## config.mk

```make
export PLATFORM = sky130hd
export DESIGN_NAME = booth_mult_param
export DESIGN_NICKNAME = d
export VERILOG_FILES = /design/src/rtl/booth_mult_param.sv
export SDC_FILE = /design/constraint.sdc
export NUM_CORES = 1
export LEC_CHECK = 0
export ABC_AREA = 1
export BUFFER_PORTS_ARGS = -buffer_cell sky130_fd_sc_hd__buf_4
export CAP_MARGIN = 0
export CORE_MARGIN = 3
export CORE_UTILIZATION = 62
export DETAILED_ROUTE_END_ITERATION = 8
export PLACE_DENSITY = 0.94
export SLEW_MARGIN = 20
export SYNTH_ARGS = -nofsm -noshare
export SYNTH_HDL_FRONTEND = slang
export SYNTH_SLANG_ARGS = --single-unit
```

## constraint.sdc

```tcl
create_clock -name clock -period 6.4 [get_ports clock]
set_input_delay 1.28 -clock clock [delete_from_list [all_inputs] [get_ports clock]]
set_output_delay 1.28 -clock clock [all_outputs]
set_load 0.05 [all_outputs]
```

## src/rtl/booth_mult_param.sv

```systemverilog
// rtl/booth_mult_param.sv - sequential radix-2 Booth multiplier, WIDTH-bit operands, signed/unsigned select
module booth_mult_param #(
  parameter int WIDTH = 8
) (
  input  logic                 clock,
  input  logic                 reset,
  input  logic                 start,
  input  logic                 signed_mode,
  input  logic [WIDTH-1:0]     a_value,
  input  logic [WIDTH-1:0]     b_value,
  output logic [2*WIDTH-1:0]   result,
  output logic                 done,
  output logic                 busy
);

  localparam int W1 = WIDTH + 1;
  localparam int CW = $clog2(W1 + 1);
  localparam logic [CW-1:0] LAST_STEP = CW'(W1 - 1);

  localparam logic [1:0] ST_IDLE = 2'd0;
  localparam logic [1:0] ST_RUN  = 2'd1;
  localparam logic [1:0] ST_DONE = 2'd2;

  logic [1:0]    state;
  logic [W1-1:0] m_reg;
  logic [W1-1:0] a_reg;
  logic [W1-1:0] q_reg;
  logic          q_m1;
  logic [CW-1:0] count;

  logic [W1-1:0] a_step;
  logic [2*W1:0] shifted;
  logic [W1-1:0] a_ext;
  logic [W1-1:0] b_ext;
  logic          load;

  // The extra top bit lets unsigned operands ride through the signed Booth recoding unchanged.
  assign a_ext = signed_mode ? {a_value[WIDTH-1], a_value} : {1'b0, a_value};
  assign b_ext = signed_mode ? {b_value[WIDTH-1], b_value} : {1'b0, b_value};
  assign load  = start && (state == ST_IDLE || state == ST_DONE);

  always_comb begin
    a_step = a_reg;
    case ({q_reg[0], q_m1})
      2'b01:   a_step = a_reg + m_reg;
      2'b10:   a_step = a_reg - m_reg;
      default: a_step = a_reg;
    endcase
  end

  // {A,Q,q_m1} arithmetic right shift: new A = shifted[2*W1:W1+1], new Q = shifted[W1:1], new q_m1 = shifted[0].
  assign shifted = {a_step[W1-1], a_step, q_reg};

  always_ff @(posedge clock or negedge reset) begin
    if (!reset) begin
      state  <= ST_IDLE;
      m_reg  <= '0;
      a_reg  <= '0;
      q_reg  <= '0;
      q_m1   <= 1'b0;
      count  <= '0;
      result <= '0;
    end else if (load) begin
      state <= ST_RUN;
      m_reg <= a_ext;
      a_reg <= '0;
      q_reg <= b_ext;
      q_m1  <= 1'b0;
      count <= '0;
    end else if (state == ST_RUN) begin
      a_reg <= shifted[2*W1:W1+1];
      q_reg <= shifted[W1:1];
      q_m1  <= shifted[0];
      count <= count + CW'(1);
      if (count == LAST_STEP) begin
        result <= shifted[2*WIDTH:1];
        state  <= ST_DONE;
      end
    end
  end

  assign done = (state == ST_DONE);
  assign busy = (state == ST_RUN);

endmodule

```

==> results.ini <==
[layout]
nets=411
drive_above_1_share_pct=16.9
antenna-diode-count=0
layout-area-overhead-vs-synth_pct=13.7
largest_register_ffs=16
final_design_area_no_fill_um2=3110

[cts]
post-cts-setup-buffer-count=0
cts-buffers-inserted=5
cts.sink_count=49
tritoncts_clock_tree=done
cts.clk_slew.worst_paths_ns=0.10
ctsLongestPathBuffers=2
clk-insertion-delay-late_ns=0.32
cts_root_buffer=sky130_fd_sc_hd__clkbuf_8
post_cts_resize_count=0
ctsHoldBuffers=0
clock_tree.htree_level_count=2

[hold_path]
timing.hold.worst_path_depth=2
worst_hold_start=result[11]$_DFFE_PN0P_
holdPathEnd=result[11]$_DFFE_PN0P_
hold_class=register to register

[placed_design]
placed_area_um2=3010
gp_congestion=0.901
detailed_place_hpwl_um=4410
place.port_buffers=37

[critical_path]
r2r_end=result[15]$_DFFE_PN0P_
worst_setup_path_end_kind=output port
path_class=register to output port
path_cells=inv_2, nor2_4, buf_4
critPathRequiredTime_ns=5.12
timing.rr.start=q_m1$_DFFE_PN0P_
crit_arrival_ns=1.43
timing.critical_path.fanout_max=13
reg2regPathDepth=16
startpoint=state[0]$_DFFE_PN0P_
setup.worst_path.start_class=register
ff2ff_setup_slack_ns=3.84
cp_slowest_cell=sky130_fd_sc_hd__dfrtp_1
slowest_delay_ns=0.40

[timing]
rsz0062_at_grt=false
fin_skew_ns=0.0131
final_min_period_over_clock_period_pct=42.3
timing.final.max_slew_violations=0
clock.fmax_mhz=369
relSlewSlack_pct=60.0
setup_viol=0
worstMarginPinSlew_ns=0.600
finalHoldViolations=0
layout_min_cycle_time_ns=2.71
setup-tns-final_ns=0

[die]
io_pins=38
chipWidth_um=72.5
initial_util_pct=66.5
die_area_um2=5250
die_height_um=72.5
floorplan.rows=23
core_ar_um2=4120

[power_and_ir_drop]
pwr-share-seq_pct=58.2
power_per_cell_area_nw_per_um2=171
design_power_total_mw=0.531
clock_power_share_pct=39.0
net-switching-power_mw=0.115
swShare_pct=21.6
p_leak_nw=1.73
peakVddDrop_mv=0.202
power_report.internal_total_mw=0.416
pwr-share-comb_pct=2.8

[grt]
pin_count_of_the_biggest_net_entering_global_routing=50
first_pass_grt_wire_length_um=10800
antenna_found_initial=0
grtUsageMet3_pct=6.65
overflow=0
grt-busiest-layer=met2
gr-usage-all-layers_pct=26.6
met1_usage_pct=33.1
global_route.usage.met2_pct=44.1
first_global_vias=2420

[drt]
drt-pass1-iter-count=8
per_cell_routed_wire_length_um=14.6
drc=0
num_vias=2412
dr.first_iter.drc_count=184
vias_per_cell=5.62
route.final.wire_length_um=6250
ant_nets=0

[synth]
async_flop_share_pct=100
mappedNetlistArea_um2=2740
synth.avg_cell_area_um2=7.98
synth_cells=343
ys_types=31
synthesis.nets=376
synthFlopType=sky130_fd_sc_hd__dfrtp_1
synth-edff-count=0
postSynthRegisterBits=49
yosysWarnings=0
synth.yosys.seq_area_share_pct=44.8

[run]
max_cap_violations=0

[status]
status=complete, no violations

-- through the flow --
| stage | utilization, % | worst slack (ns) | cells | hold WS (ns) |
|---|---|---|---|---|
| after floorplan | - | 4.05 | 343 | 0.469 |
| after global placement | 73.1 | 3.73 | 421 | 0.463 |
| after CTS | 75.6 | 3.71 | 429 | 0.489 |
| after detailed placement | 73.1 | 3.55 | 421 | 0.467 |
| after global routing | 75.6 | 3.63 | 429 | 0.515 |
| final | 75.6 | 3.69 | 429 | 0.485 |
-- kinds of logic (layout without fill, tap and decap cells) --
kind of cell	count (synthesis)	count (layout)	share of synthesized area (%)
AOI/OAI and AO/OA	61	61	13.3
xor gates and xnor gates	7	7	2.24
adders and majority gates	13	13	6.22
buffers and inverters	64	100	10.2
DFF	49	49	44.8
muxes	1	1	0.411
and+or+nand+nor	148	148	22.9
-- critical path: cells and delay by family, from the launching register on --
family | cells | cell delay [ns]
buffers and inverters | 2 | 0.35
flip-flops | 1 | 0.40
AND/OR/NAND/NOR | 1 | 0.35
-- power by group through the flow --
stage,logic [mW],registers [mW],clock network [mW]
global placement,0.0150,0.315,0
CTS,0.0151,0.309,0.207
floorplan,0.000144,0.316,0
detailed placement,0.0151,0.315,0
finish,0.0146,0.309,0.207
global route,0.0167,0.309,0.220
-- layer usage --
metal	vias up	wire, µm
met5	-	0
met4	0	168
met3	26	476
met2	110	3040
met1	1120	2570
li1	1156	-
-- cell type report --
class | instances | area (µm²)
sequential | 49 | 1230
fill | 303 | 1000
multi-input combinational | 230 | 1230
clock buffer | 7 | 96.3
inverter | 55 | 208
tap | 50 | 62.6
clock inverter | 1 | 8.76
timing repair buffer | 37 | 278
-- how the worst max path moves through the flow --
stage / slack [ns] / to / depth (start not counted)
6_report: 3.69 / busy / 3
5_1_grt: 3.63 / q_reg[8]$_DFFE_PN0P_ / 7
4_1_cts: 3.71 / busy / 3
3_5_place_dp: 3.55 / q_reg[8]$_DFFE_PN0P_ / 7
3_3_place_gp: 3.73 / q_reg[8]$_DFFE_PN0P_ / 7
2_1_floorplan: 4.05 / done / 2
-- cells in the final DEF (no fill, tap or decap), types with 2 or more instances in the layout --
master                     Yosys  layout
sky130_fd_sc_hd__xor2_1        4       4
sky130_fd_sc_hd__buf_4         3      37
sky130_fd_sc_hd__o221ai_1      2       2
sky130_fd_sc_hd__xnor2_1       3       3
sky130_fd_sc_hd__dfrtp_1      49      49
sky130_fd_sc_hd__or2_2         2       2
sky130_fd_sc_hd__nor2_1       12      12
sky130_fd_sc_hd__ha_1         12      12
sky130_fd_sc_hd__nand3b_1      2       2
sky130_fd_sc_hd__o22ai_1       4       4
sky130_fd_sc_hd__o21ai_0      35      35
sky130_fd_sc_hd__a21oi_1       5       5
sky130_fd_sc_hd__o21ai_2      10      10
sky130_fd_sc_hd__nand4_1       3       3
sky130_fd_sc_hd__nand2_1     108     108
sky130_fd_sc_hd__clkbuf_8      0       7
sky130_fd_sc_hd__inv_1        52      52
sky130_fd_sc_hd__nand3_1      18      18
sky130_fd_sc_hd__inv_2         2       2
-- synth_stat cells (all sizes together) (3+ instances only) --
cell | instances | area [µm²]
nand2 | 109 | 412
inv | 54 | 203
dfrtp | 49 | 1230
o21ai | 46 | 268
nand3 | 18 | 90.1
nor2 | 13 | 56.3
ha | 12 | 150
buf | 9 | 71.3
a21oi | 5 | 25.0
nand4 | 4 | 40.0
o22ai | 4 | 25.0
xor2 | 4 | 35.0
xnor2 | 3 | 26.3
No activity file was read; power rests on OpenSTA's default activity.
